File: config.mk
export PLATFORM = sky130hd
export DESIGN_NAME = imem_loader_flat
export DESIGN_NICKNAME = d
export VERILOG_FILES = /design/src/rtl/imem_loader_if.sv /design/src/rtl/imem_loader.sv /design/src/flat_wrapper.sv
export SDC_FILE = /design/constraint.sdc
export NUM_CORES = 1
export LEC_CHECK = 0
export ABC_AREA = 1
export BUFFER_PORTS_ARGS = -buffer_cell sky130_fd_sc_hd__buf_2
export CAP_MARGIN = 15
export CORE_ASPECT_RATIO = 0.6
export CORE_MARGIN = 5
export CORE_UTILIZATION = 50
export CTS_CLUSTER_DIAMETER = 50
export CTS_CLUSTER_SIZE = 14
export DETAILED_ROUTE_END_ITERATION = 16
export GPL_ROUTABILITY_DRIVEN = 0
export HOLD_SLACK_MARGIN = 0.12
export PLACE_DENSITY_LB_ADDON = 0.12
export SLEW_MARGIN = 20
export SYNTH_ARGS = -nofsm -noshare
export SYNTH_HDL_FRONTEND = slang
export SYNTH_SLANG_ARGS = --single-unit
File: constraint.sdc
create_clock -name i_clock -period 2.4 [get_ports i_clock]
set_clock_uncertainty 0.2 [all_clocks]
set_input_delay 0.24 -clock i_clock [delete_from_list [all_inputs] [get_ports i_clock]]
set_output_delay 0.24 -clock i_clock [all_outputs]
set_load 0.01 [all_outputs]
File: src/rtl/imem_loader_if.sv
// Byte-stream input, memory write port and status bundle for imem_loader.
// The slave modport is the loader; the master modport is the byte source / controller.
interface imem_loader_if #(
  parameter int unsigned WORD_WIDTH = 32,
  parameter int unsigned ADDR_BITS  = 10
);
  logic                  i_start;
  logic                  i_abort;
  logic [7:0]            i_rx_data;
  logic                  i_rx_valid;
  logic                  o_ready;
  logic                  o_write_enable;
  logic [ADDR_BITS-1:0]  o_write_addr;
  logic [WORD_WIDTH-1:0] o_data;
  logic                  o_busy;
  logic                  o_done;
  logic                  o_overrun;
  logic [ADDR_BITS:0]    o_word_count;

  modport master (
    output i_start, i_abort, i_rx_data, i_rx_valid,
    input  o_ready, o_write_enable, o_write_addr, o_data,
    input  o_busy, o_done, o_overrun, o_word_count
  );

  modport slave (
    input  i_start, i_abort, i_rx_data, i_rx_valid,
    output o_ready, o_write_enable, o_write_addr, o_data,
    output o_busy, o_done, o_overrun, o_word_count
  );
endinterface

File: src/rtl/imem_loader.sv
// Fills an instruction memory from a byte stream: bytes are packed MSB-first into
// words and written to ascending addresses until a halt word or the last address.
module imem_loader #(
  parameter int unsigned           WORD_WIDTH = 32,
  parameter int unsigned           ADDR_BITS  = 10,
  parameter logic [WORD_WIDTH-1:0] HALT_WORD  = '1
) (
  input logic          i_clock,
  input logic          i_reset,
  imem_loader_if.slave bus
);

  localparam int unsigned BYTES = WORD_WIDTH / 8;
  localparam int unsigned CNT_W = $clog2(BYTES) + 1;
  localparam int unsigned WC_W  = ADDR_BITS + 1;
  localparam logic [CNT_W-1:0] LAST_BYTE = CNT_W'(BYTES - 1);

  localparam logic [1:0] S_IDLE  = 2'd0;
  localparam logic [1:0] S_RECV  = 2'd1;
  localparam logic [1:0] S_WRITE = 2'd2;
  localparam logic [1:0] S_DONE  = 2'd3;

  logic [1:0]            state_q,  state_d;
  logic [ADDR_BITS-1:0]  addr_q,   addr_d;
  logic [CNT_W-1:0]      cnt_q,    cnt_d;
  logic [WORD_WIDTH-1:0] word_q,   word_d;
  logic [WORD_WIDTH-1:0] shifted;

  logic                  we_d;
  logic [ADDR_BITS-1:0]  waddr_d;
  logic [WORD_WIDTH-1:0] data_d;
  logic                  ready_d;
  logic                  busy_d;
  logic                  done_d;
  logic                  ovr_d;
  logic [WC_W-1:0]       wcnt_d;

  // Truncating the concatenation keeps {word[W-9:0], byte} for any byte-multiple width.
  assign shifted = WORD_WIDTH'({word_q, bus.i_rx_data});

  // Next-state and next-output logic.
  always_comb begin
    state_d = state_q;
    addr_d  = addr_q;
    cnt_d   = cnt_q;
    word_d  = word_q;
    waddr_d = bus.o_write_addr;
    data_d  = bus.o_data;
    ovr_d   = bus.o_overrun;
    wcnt_d  = bus.o_word_count;

    if (bus.i_abort) begin
      state_d = S_IDLE;
      cnt_d   = '0;
    end else begin
      case (state_q)
        S_IDLE, S_DONE: begin
          if (bus.i_start) begin
            state_d = S_RECV;
            addr_d  = '0;
            cnt_d   = '0;
            wcnt_d  = '0;
            ovr_d   = 1'b0;
          end
        end
        S_RECV: begin
          if (bus.i_rx_valid) begin
            word_d = shifted;
            if (cnt_q == LAST_BYTE) begin
              state_d = S_WRITE;
              cnt_d   = '0;
              waddr_d = addr_q;
              data_d  = shifted;
            end else begin
              cnt_d = cnt_q + CNT_W'(1);
            end
          end
        end
        S_WRITE: begin
          wcnt_d = bus.o_word_count + WC_W'(1);
          if (bus.i_rx_valid) ovr_d = 1'b1;
          // Stop on halt word or at the last address; the address never wraps.
          if (word_q == HALT_WORD || addr_q == '1) begin
            state_d = S_DONE;
          end else begin
            state_d = S_RECV;
            addr_d  = addr_q + ADDR_BITS'(1);
            cnt_d   = '0;
          end
        end
        default: state_d = S_IDLE;
      endcase
    end

    // Status outputs are registered copies of the next state's decode.
    ready_d = (state_d == S_RECV);
    busy_d  = (state_d == S_RECV) || (state_d == S_WRITE);
    done_d  = (state_d == S_DONE);
    we_d    = (state_d == S_WRITE);
  end

  always_ff @(posedge i_clock or negedge i_reset) begin
    if (!i_reset) begin
      state_q            <= S_IDLE;
      addr_q             <= '0;
      cnt_q              <= '0;
      word_q             <= '0;
      bus.o_write_enable <= 1'b0;
      bus.o_write_addr   <= '0;
      bus.o_data         <= '0;
      bus.o_ready        <= 1'b0;
      bus.o_busy         <= 1'b0;
      bus.o_done         <= 1'b0;
      bus.o_overrun      <= 1'b0;
      bus.o_word_count   <= '0;
    end else begin
      state_q            <= state_d;
      addr_q             <= addr_d;
      cnt_q              <= cnt_d;
      word_q             <= word_d;
      bus.o_write_enable <= we_d;
      bus.o_write_addr   <= waddr_d;
      bus.o_data         <= data_d;
      bus.o_ready        <= ready_d;
      bus.o_busy         <= busy_d;
      bus.o_done         <= done_d;
      bus.o_overrun      <= ovr_d;
      bus.o_word_count   <= wcnt_d;
    end
  end

endmodule

File: src/flat_wrapper.sv
// flat-port wrapper written by rule: the top's interface ports become plain ports
module imem_loader_flat 
#(
  parameter int unsigned           WORD_WIDTH = 32,
  parameter int unsigned           ADDR_BITS  = 10,
  parameter logic [WORD_WIDTH-1:0] HALT_WORD  = '1
)
  (i_clock, i_reset, bus_i_start, bus_i_abort, bus_i_rx_data, bus_i_rx_valid, bus_o_ready, bus_o_write_enable, bus_o_write_addr, bus_o_data, bus_o_busy, bus_o_done, bus_o_overrun, bus_o_word_count);
  imem_loader_if #(.WORD_WIDTH(WORD_WIDTH), .ADDR_BITS(ADDR_BITS)) bus_i ();
  input logic i_clock;
  input logic i_reset;
  input wire logic [$bits(bus_i.i_start)-1:0] bus_i_start;
  input wire logic [$bits(bus_i.i_abort)-1:0] bus_i_abort;
  input wire logic [$bits(bus_i.i_rx_data)-1:0] bus_i_rx_data;
  input wire logic [$bits(bus_i.i_rx_valid)-1:0] bus_i_rx_valid;
  output wire logic [$bits(bus_i.o_ready)-1:0] bus_o_ready;
  output wire logic [$bits(bus_i.o_write_enable)-1:0] bus_o_write_enable;
  output wire logic [$bits(bus_i.o_write_addr)-1:0] bus_o_write_addr;
  output wire logic [$bits(bus_i.o_data)-1:0] bus_o_data;
  output wire logic [$bits(bus_i.o_busy)-1:0] bus_o_busy;
  output wire logic [$bits(bus_i.o_done)-1:0] bus_o_done;
  output wire logic [$bits(bus_i.o_overrun)-1:0] bus_o_overrun;
  output wire logic [$bits(bus_i.o_word_count)-1:0] bus_o_word_count;
  assign bus_i.i_start = bus_i_start;
  assign bus_i.i_abort = bus_i_abort;
  assign bus_i.i_rx_data = bus_i_rx_data;
  assign bus_i.i_rx_valid = bus_i_rx_valid;
  assign bus_o_ready = bus_i.o_ready;
  assign bus_o_write_enable = bus_i.o_write_enable;
  assign bus_o_write_addr = bus_i.o_write_addr;
  assign bus_o_data = bus_i.o_data;
  assign bus_o_busy = bus_i.o_busy;
  assign bus_o_done = bus_i.o_done;
  assign bus_o_overrun = bus_i.o_overrun;
  assign bus_o_word_count = bus_i.o_word_count;
  imem_loader #(.WORD_WIDTH(WORD_WIDTH), .ADDR_BITS(ADDR_BITS), .HALT_WORD(HALT_WORD)) u_core (.i_clock(i_clock), .i_reset(i_reset), .bus(bus_i));
endmodule
==> flow_summary.yaml, run 1 <==
run_status:
  status: "finished, final reports clean"
power_and_ir_drop:
  power.density_mw_per_mm2: 739
  leakagePower_nw: 2.84
  ir_drop_uv: 447
floorplanning:
  dieArea_mm2: 0.0113
  coreArea_mm2: 0.00905
  die_h_um: 84.2
  start_util: 0.507
  die_w_um: 134
  io_pins: 71
  row_count: 27
setup_path:
  crit_top_cell: "nand2_1"
  cp_num_buf_inv: 2
  endpoint_kind: "flip-flop"
  cp_data_required_time_ps: 2470
  cp.arrival_ps: 2240
  critical_path_class: "reg -> reg"
  cp-start-kind: "flip-flop"
  cp_top_family: "simple AND/OR/NAND/NOR gates"
  max_stage_delay_ps: 410
  crit_fanout: 9
  crit_path_cell_trace: "inv_1 -> ha_1 -> nand2_1 -> nand2_1 -> nor2_2 -> buf_4 -> nand2_2 -> nor3_2 -> nand2_1 -> nand2_1 -> nand2_1 -> nor2_1"
  slowest_stage: "dfrtp_1"
final_layout:
  diodes: 0
  register_area_mm2: 0.00263
  final_nets: 626
  post-route-util: 0.606
  n_fill_cell: 792
  multi_input_area_mm2: 0.00164
  area_growth_pct: 19.4
  drive_gt1_frac: 0.192
  final_area_mm2: 0.00548
timing:
  worstMarginPinSlew_ps: 519
  slew_violations: 0
  fin_crit_ps: 2170
  hold_ws_ps: 211
  fin_tns_setup_ps: 0
  fmax_mhz: 461
  rsz0062_at_grt: "no"
  hold_viol_final: 0
  setup_viol: 0
  setup_slack_ps: 233
  relSlewSlack: 0.654
  period_share: 0.903
cts:
  clockRootBuffer: "clkbuf_16"
  post_cts_resized: 0
  cts_tree: "yes"
  numCtsBuffers: 9
  insertion_delay_ps: 340
  cts.sinks: 105
  cts_max_path_buffers: 2
  cts_setup_buffers: 0
  htree_levels: 3
  clk_pin_slew_ps: 70
route:
  wirelength_um: 10000
  ant_nets: 0
  drc: 0
  drt_iter0_markers: 279
  wire_per_inst_um: 13.8
  dr.pass1.iters: 5
  via_count: 3661
  vias_per_cell: 5.04
placement:
  dp_slack_ps: 282
  postPlaceCellArea_mm2: 0.00507
  hpwl_um: 7260
  port_buffers: 70
worst_hold_path:
  hold_path.class: "in -> async"
yosys:
  yosysSeqAreaShare: 0.572
  syn_area_mm2: 0.00459
  synthCells: 518
  ys_warn_count: 0
  synth.distinct_cells: 33
  syn_area_per_cell_um2: 8.87
  ys_ff_latch: 105
  syn_nets: 539
global_routing:
  grt_pass1_wl_um: 17500
  antenna_found_initial: 0
  grt_max_degree: 46
  grt_overflow_total: 0
  grt_usage: 0.192
  grt_pass1_vias: 3518
run:
  maxCapViolCount: 0
-- synth_stat cells --
cell type	instances	area share
a21oi_1	6	0.0065
a22o_1	1	0.0019
buf_12	1	0.0044
buf_2	2	0.0022
buf_6	5	0.012
clkbuf_1	7	0.0057
clkinv_1	1	0.00082
dfrtp_1	105	0.57
ha_1	8	0.022
inv_1	53	0.043
inv_2	2	0.0016
nand2_1	163	0.13
nand2_2	8	0.011
nand2_4	1	0.0025
nand2_8	1	0.0044
nand3_1	20	0.022
nand3b_2	1	0.0025
nand4_1	6	0.0082
nor2_1	26	0.021
nor2_2	2	0.0027
nor2_4	1	0.0025
nor3_1	6	0.0065
nor3_2	1	0.0022
nor3_4	1	0.0035
nor4_1	1	0.0014
o21a_1	2	0.0033
o21ai_0	62	0.068
o21ai_1	16	0.017
o21ai_2	3	0.0057
o21bai_1	1	0.0016
o22ai_1	1	0.0014
or2_2	1	0.0014
xor2_1	3	0.0057
-- timing repair --
item                                    in CTS  in global routing
hold buffers                                12                  0
hold endpoints to repair                   125                  0
endpoints found under the setup margin       0                  0
-- cell type report --
| type | instances | share of cell area |
|---|---|---|
| Clock inverter | 4 | 0.00479 |
| Clock buffer | 12 | 0.0486 |
| Timing Repair Buffer | 91 | 0.103 |
| Inverter | 56 | 0.0383 |
| Tap cell | 116 | 0.0265 |
| Multi-Input combinational cell | 342 | 0.300 |
| Sequential cell | 105 | 0.479 |
-- metal layers --
metal,GRT usage,part of all wire,vias up
met4,0.0570,0.0091,0
met5,0,0,-
li1,-,-,1827
met1,0.295,0.52,1713
met3,0.0479,0.057,8
met2,0.269,0.42,113
-- per-stage QoR --
step,std cells,power [mW]
after floorplan,518,2.45
after global placement,698,2.64
after detailed placement,698,2.66
after CTS,726,4.10
after global routing,726,4.28
final,726,4.05
-- final timing paths --
| path | startpoint | endpoint | slack, ps | cells after the start |
|---|---|---|---|---|
| max in group asynchronous | i_reset | u_core.word_q[27] | 1210 | 3 |
| worst min register to register | u_core.bus.o_write_addr[2] | u_core.bus.o_write_addr[2] | 270 | 2 |
| worst min-delay path | i_reset | u_core.bus.o_data[13] | 210 | 2 |
| worst max register to register | u_core.state_q[0] | u_core.bus.o_word_count[8] | 230 | 12 |
| min in group i_clock | u_core.bus.o_write_addr[2] | u_core.bus.o_write_addr[2] | 270 | 2 |
| worst max-delay path | u_core.state_q[0] | u_core.bus.o_word_count[8] | 230 | 12 |
-- kinds of logic after synthesis --
group | Yosys count | share of synthesized area
flops | 105 | 0.572
buf+inv | 71 | 0.0703
xor+xnor | 3 | 0.00572
compound gates | 92 | 0.105
simple gates | 239 | 0.225
fa+ha+maj | 8 | 0.0218
-- registers in the layout, indices dropped and copies added (netlist names) --
| name | count |
|---|---|
| u_core.bus.o_data | 32 |
| u_core.bus.o_busy | 1 |
| u_core.bus.o_ready | 1 |
| u_core.bus.o_write_enable | 1 |
| u_core.word_q | 32 |
| u_core.bus.o_word_count | 11 |
| u_core.cnt_q | 3 |
| u_core.bus.o_write_addr | 10 |
| u_core.addr_q | 10 |
| u_core.bus.o_done | 1 |
| u_core.bus.o_overrun | 1 |
| u_core.state_q | 2 |
-- report_power, final --
group          switching, mW  internal, mW
registers              0.159          1.99
logic                  0.315         0.178
clock network          0.625         0.787
total                   1.10          2.96
-- placed cells by master, fill, tap and decap left out, drive strengths merged --
cell type	synthesis	routed
a22o	1	1
clkinvlp	0	1
xor2	3	3
nand3b	1	1
nor3	8	8
nand4	6	6
ha	8	8
inv	55	55
a21oi	6	6
nor4	1	1
nand3	20	20
buf	8	79
dfrtp	105	105
nand2	173	173
o21ai	81	81
clkinv	1	4
clkbuf	7	12
o21a	2	2
o21bai	1	1
dlygate4sd3	0	12
nor2	29	29
o22ai	1	1
or2	1	1
No activity file was read; power rests on OpenSTA's default activity.
==> inputs of run 2 (changes only) <==
PLACE_DENSITY = 0.72   (was not set)
PLACE_DENSITY_LB_ADDON = not set   (was 0.12)
==> run 2 against run 1 <==
Global-route usage rose by 0.11 points. Maximum frequency fell by 0.36%. Count of clock-buffer cells in the layout shrank 3. Clock power rose by 17%. Flip-flop and latch count stayed put. Setup slack got worse by 7.9 ps. Sequential share of layout area down 0.38 points. Wire length is 0.93% higher. First-iteration DRC count is 23% higher. Non-clock buffer count is 2 higher. Largest cell class unchanged. Highest routed layer unchanged. Combinational power shrank 2%. Sequential power barely moved. Largest power group unchanged.
==> flow_summary.yaml, run 2 (synthesis results as in run 1) <==
run_status:
  status: "finished, final reports clean"
floorplanning:
  io_pins: 71
  start_util: 0.507
  dieArea_mm2: 0.0113
  row_count: 27
  die_h_um: 84.2
  coreArea_mm2: 0.00905
  die_w_um: 134
cts:
  clk_pin_slew_ps: 70
  numCtsBuffers: 9
  htree_levels: 3
  cts_setup_buffers: 0
  cts_max_path_buffers: 2
  clockRootBuffer: "clkbuf_16"
  cts_tree: "yes"
  insertion_delay_ps: 340
  cts.sinks: 105
route:
  wire_per_inst_um: 13.9
  via_count: 3672
  vias_per_cell: 5.04
  wirelength_um: 10100
  ant_nets: 0
  dr.pass1.iters: 5
  drc: 0
  drt_iter0_markers: 344
setup_path:
  cp.arrival_ps: 2190
  cp_data_required_time_ps: 2410
  cp-start-kind: "flip-flop"
  critical_path_class: "reg -> reg"
  crit_fanout: 37
  endpoint_kind: "flip-flop"
final_layout:
  top_regs: "u_core.bus.o_data (32), u_core.word_q (32), u_core.bus.o_word_count (11)"
  n_fill_cell: 791
  mostFrequentLayoutCell: "nand2_1"
  final_nets: 628
  layout_common_cells: "nand2_1 (163), dfrtp_1 (105), buf_2 (69), o21ai_0 (62), inv_1 (53)"
  multi_input_area_mm2: 0.00165
  drive_gt1_frac: 0.194
  area_growth_pct: 20.3
  register_area_mm2: 0.00263
  diodes: 0
global_routing:
  grt_pass1_wl_um: 17600
  grt_overflow_total: 0
  grt_max_degree: 53
  grt_pass1_vias: 3576
  grt_usage: 0.194
  antenna_found_initial: 0
placement:
  port_buffers: 70
  hpwl_um: 7320
power_and_ir_drop:
  internal-power_mw: 3.19
  ir_drop_uv: 505
  clkPwrFrac: 0.385
  p_seq_frac: 0.502
  leakagePower_nw: 2.86
  comb_power_share: 0.112
  power.density_mw_per_mm2: 777
  swShare: 0.258
  p_sw_mw: 1.11
timing:
  fin_crit_ps: 2170
  fin_tns_setup_ps: 0
  slew_violations: 0
  hold_ws_ps: 274
  setup_viol: 0
  hold_viol_final: 0
  worstMarginPinSlew_ps: 648
  period_share: 0.906
  relSlewSlack: 0.568
  fmax_mhz: 460
  rsz0062_at_grt: "no"
run:
  maxCapViolCount: 0
worst_hold_path:
  hold_path.class: "reg -> reg"
[run 2: final timing paths]
check                                           start                    endpoint  slack (ps)  cells past startpoint
min in group asynchronous                     i_reset        u_core.bus.o_data[5]         290                      2
setup reg to reg                    u_core.state_q[1]        u_core.bus.o_data[9]         230                     10
max in group asynchronous                     i_reset       u_core.bus.o_data[28]        1000                      3
hold reg to reg            u_core.bus.o_write_addr[9]  u_core.bus.o_write_addr[9]         270                      2
setup / recovery                    u_core.state_q[1]        u_core.bus.o_data[9]         230                     10
hold / removal             u_core.bus.o_write_addr[9]  u_core.bus.o_write_addr[9]         270                      2
[run 2: through the flow]
stage | area (um2) | total power [mW] | cells | utilization | setup WS, ps
floorplan | 4590 | 2.45 | 518 | - | 403
finish | 5530 | 4.29 | 728 | 0.611 | 225
global route | 5530 | 4.53 | 728 | 0.611 | 36.1
detailed placement | 5060 | 2.65 | 700 | 0.559 | 232
global placement | 5060 | 2.63 | 700 | 0.559 | 339
CTS | 5520 | 4.33 | 728 | 0.610 | 221
[run 2: critical path: stages (launching register included)]
cell and delay, ps:
dfrtp_1 400, inv_1 100, ha_1 220, inv_1 100
nor2_2 170, inv_2 90, nor2_4 250, inv_2 60
buf_4 240, nand2_1 110, o21ai_1 90
[run 2: what timing repair did]
item,4_1_cts,5_1_grt
resized for setup,0,1
hold buffers,12,0
endpoints found under the hold margin,68,0
endpoints found under the setup margin,0,1
[run 2: power by group through the flow]
stage / clock network [mW] / registers [mW] / logic [mW]
global route: 1.78 / 2.18 / 0.569
detailed placement: 0 / 2.19 / 0.467
floorplan: 0 / 2.15 / 0.301
CTS: 1.69 / 2.15 / 0.487
global placement: 0 / 2.18 / 0.452
finish: 1.65 / 2.16 / 0.483
[run 2: metal layers]
metal | wire, um | up-vias | GRT usage | share of wire
met3 | 541 | 9 | 0.0545 | 0.053
met1 | 5170 | 1727 | 0.288 | 0.51
met4 | 81 | 0 | 0.0532 | 0.0080
met2 | 4340 | 102 | 0.278 | 0.43
li1 | - | 1834 | - | -
met5 | 0 | - | 0 | 0
[run 2: cell type report]
cell class / instances / area share
Timing Repair Buffer: 93 / 0.100
Multi-Input combinational cell: 342 / 0.298
Clock buffer: 9 / 0.0407
Clock inverter: 7 / 0.0211
Inverter: 56 / 0.0380
Tap cell: 116 / 0.0263
Sequential cell: 105 / 0.475
==> inputs of run 3 (changes only) <==
CORE_UTILIZATION = 33   (was 50)
PLACE_DENSITY = not set   (was 0.72)
TNS_END_PERCENT = 20   (was not set)
==> run 3 against run 2 <==
Cell area up 0.61%. Wire length is 8.6% higher. Flip-flop and latch count unchanged. Cell count grew 8.0%. Critical path type unchanged.
==> flow_summary.yaml, run 3 (synthesis results as in run 1) <==
floorplanning:
  coreArea_mm2: 0.0136
  die_h_um: 101
  start_util: 0.337
  row_count: 33
  die_w_um: 162
  dieArea_mm2: 0.0165
  io_pins: 71
setup_path:
  cp_data_required_time_ps: 2430
  reg2reg_depth: 12
  cp-start-kind: "flip-flop"
  ff2ff_setup_slack_ps: 240
  cp.arrival_ps: 2190
  endpoint_kind: "flip-flop"
  reg2reg_to: "u_core.bus.o_word_count[7]"
  cp_top_family: "simple AND/OR/NAND/NOR gates"
  rr_startpoint: "u_core.state_q[0]"
  cp_num_cells: 12
  max_stage_delay_ps: 370
  crit_fanout: 5
  crit_start: "u_core.state_q[0]"
  slowest_stage: "dfrtp_1"
  cp_num_buf_inv: 3
  crit_path_cell_trace: "inv_1 -> ha_1 -> nand2_1 -> nand2_1 -> nor2_2 -> inv_1 -> nor2_1 -> nand2_1 -> inv_1 -> nand3_1 -> nand2_1 -> nor2_1"
  cp-endpoint: "u_core.bus.o_word_count[7]"
  crit_top_cell: "nand2_1"
  critical_path_class: "reg -> reg"
placement:
  hpwl_um: 7920
  port_buffers: 70
  postPlaceCellArea_mm2: 0.00513
  dp_cells: 757
power_and_ir_drop:
  p_seq_frac: 0.520
  p_sw_mw: 1.17
  total_power_mw: 4.16
  power.density_mw_per_mm2: 748
  clkPwrFrac: 0.362
  internal-power_mw: 2.99
  swShare: 0.282
  leakagePower_nw: 2.84
  comb_power_share: 0.119
  ir_drop_uv: 367
timing:
  setup_viol: 0
  period_share: 0.898
  fin_crit_ps: 2160
  fmax_mhz: 464
  hold_viol_final: 0
  fin_tns_setup_ps: 0
  rsz0062_at_grt: "no"
  slew_violations: 0
  relSlewSlack: 0.653
  worstMarginPinSlew_ps: 518
global_routing:
  antenna_found_initial: 0
  grt_overflow_total: 0
  grt_pass1_vias: 3571
  grt_pass1_wl_um: 18200
  grt_max_degree: 61
  grt_usage: 0.138
final_layout:
  diodes: 0
  drive_gt1_frac: 0.193
  area_growth_pct: 21.1
  mostFrequentLayoutCell: "nand2_1"
  final_nets: 627
  final_area_mm2: 0.00556
  layout.cells.non_filler: 786
  layout_common_cells: "nand2_1 (163), dfrtp_1 (105), buf_2 (69), o21ai_0 (62), inv_1 (53)"
  top_regs: "u_core.bus.o_data (32), u_core.word_q (32), u_core.bus.o_word_count (11)"
route:
  drt_iter0_markers: 260
  vias_per_cell: 4.63
  wl_met1_um: 5880
  ant_nets: 0
  drc: 0
  via_count: 3639
  routed.top_layer: "met4"
  wire_per_inst_um: 14.0
  wirelength_um: 11000
  met3_length_um: 623
  dr.pass1.iters: 5
  wl_met2_um: 4410
cts:
  cts.sinks: 105
  numCtsBuffers: 9
  cts_tree: "yes"
  clockRootBuffer: "clkbuf_16"
  htree_levels: 3
  clk_pin_slew_ps: 70
  insertion_delay_ps: 350
  cts_max_path_buffers: 2
run_status:
  status: "finished, final reports clean"
worst_hold_path:
  hold_path.class: "in -> async"
run:
  maxCapViolCount: 0
[run 3: power groups by stage]
stage	sequential [mW]	combinational, mW	clock, mW
2_1_floorplan	2.15	0.301	0
3_3_place_gp	2.18	0.471	0
3_5_place_dp	2.19	0.480	0
4_1_cts	2.16	0.498	1.54
5_1_grt	2.19	0.581	1.61
6_report	2.16	0.493	1.50
[run 3: how the worst min path moves through the flow]
| stage | start | to | slack [ps] |
|---|---|---|---|
| after floorplan | i_reset | u_core.addr_q[0] | -260 |
| after global placement | i_reset | u_core.bus.o_write_addr[0] | -40 |
| after detailed placement | i_reset | u_core.bus.o_write_addr[0] | -40 |
| after CTS | i_reset | u_core.bus.o_write_addr[5] | 140 |
| after global routing | i_reset | u_core.bus.o_write_addr[3] | 170 |
| final | i_reset | u_core.bus.o_write_addr[5] | 140 |
[run 3: final cells by class]
cell class | instances | area (um2)
fill | 1381 | 8060
sequential | 105 | 2630
multi-input combinational | 342 | 1640
timing repair buffer | 92 | 561
clock buffer | 9 | 225
tap | 175 | 219
inverter | 56 | 210
clock inverter | 7 | 76.3
[run 3: per-layer routing]
metal	global-route usage	vias to the layer above
met2	0.193	90
li1	-	1823
met5	0	-
met1	0.213	1716
met3	0.0350	10
met4	0.0312	0
[run 3: timing repair]
action / CTS / global route
endpoints found under the hold margin: 125 / 0
setup endpoints to repair: 0 / 1
setup buffers: 0 / 1
resized for setup: 0 / 0
hold buffers: 12 / 0
[run 3: worst reg2reg max path, cell delays in order, from the launching register on]
cell     delay, ps
dfrtp_1        370
inv_1           70
ha_1           360
nand2_1        150
nand2_1         90
nor2_2         160
inv_1           90
nor2_1         160
nand2_1         90
inv_1          110
nand3_1         90
nand2_1         70
nor2_1          40
[run 3: metrics by stage]
stage | worst slack [ps] | util | hold slack (ps)
final | 244 | 0.408 | 136
after detailed placement | 268 | 0.377 | -42.6
after global placement | 374 | 0.377 | -43.8
after global routing | 21.4 | 0.408 | 168
after floorplan | 403 | - | -256
after CTS | 243 | 0.408 | 140
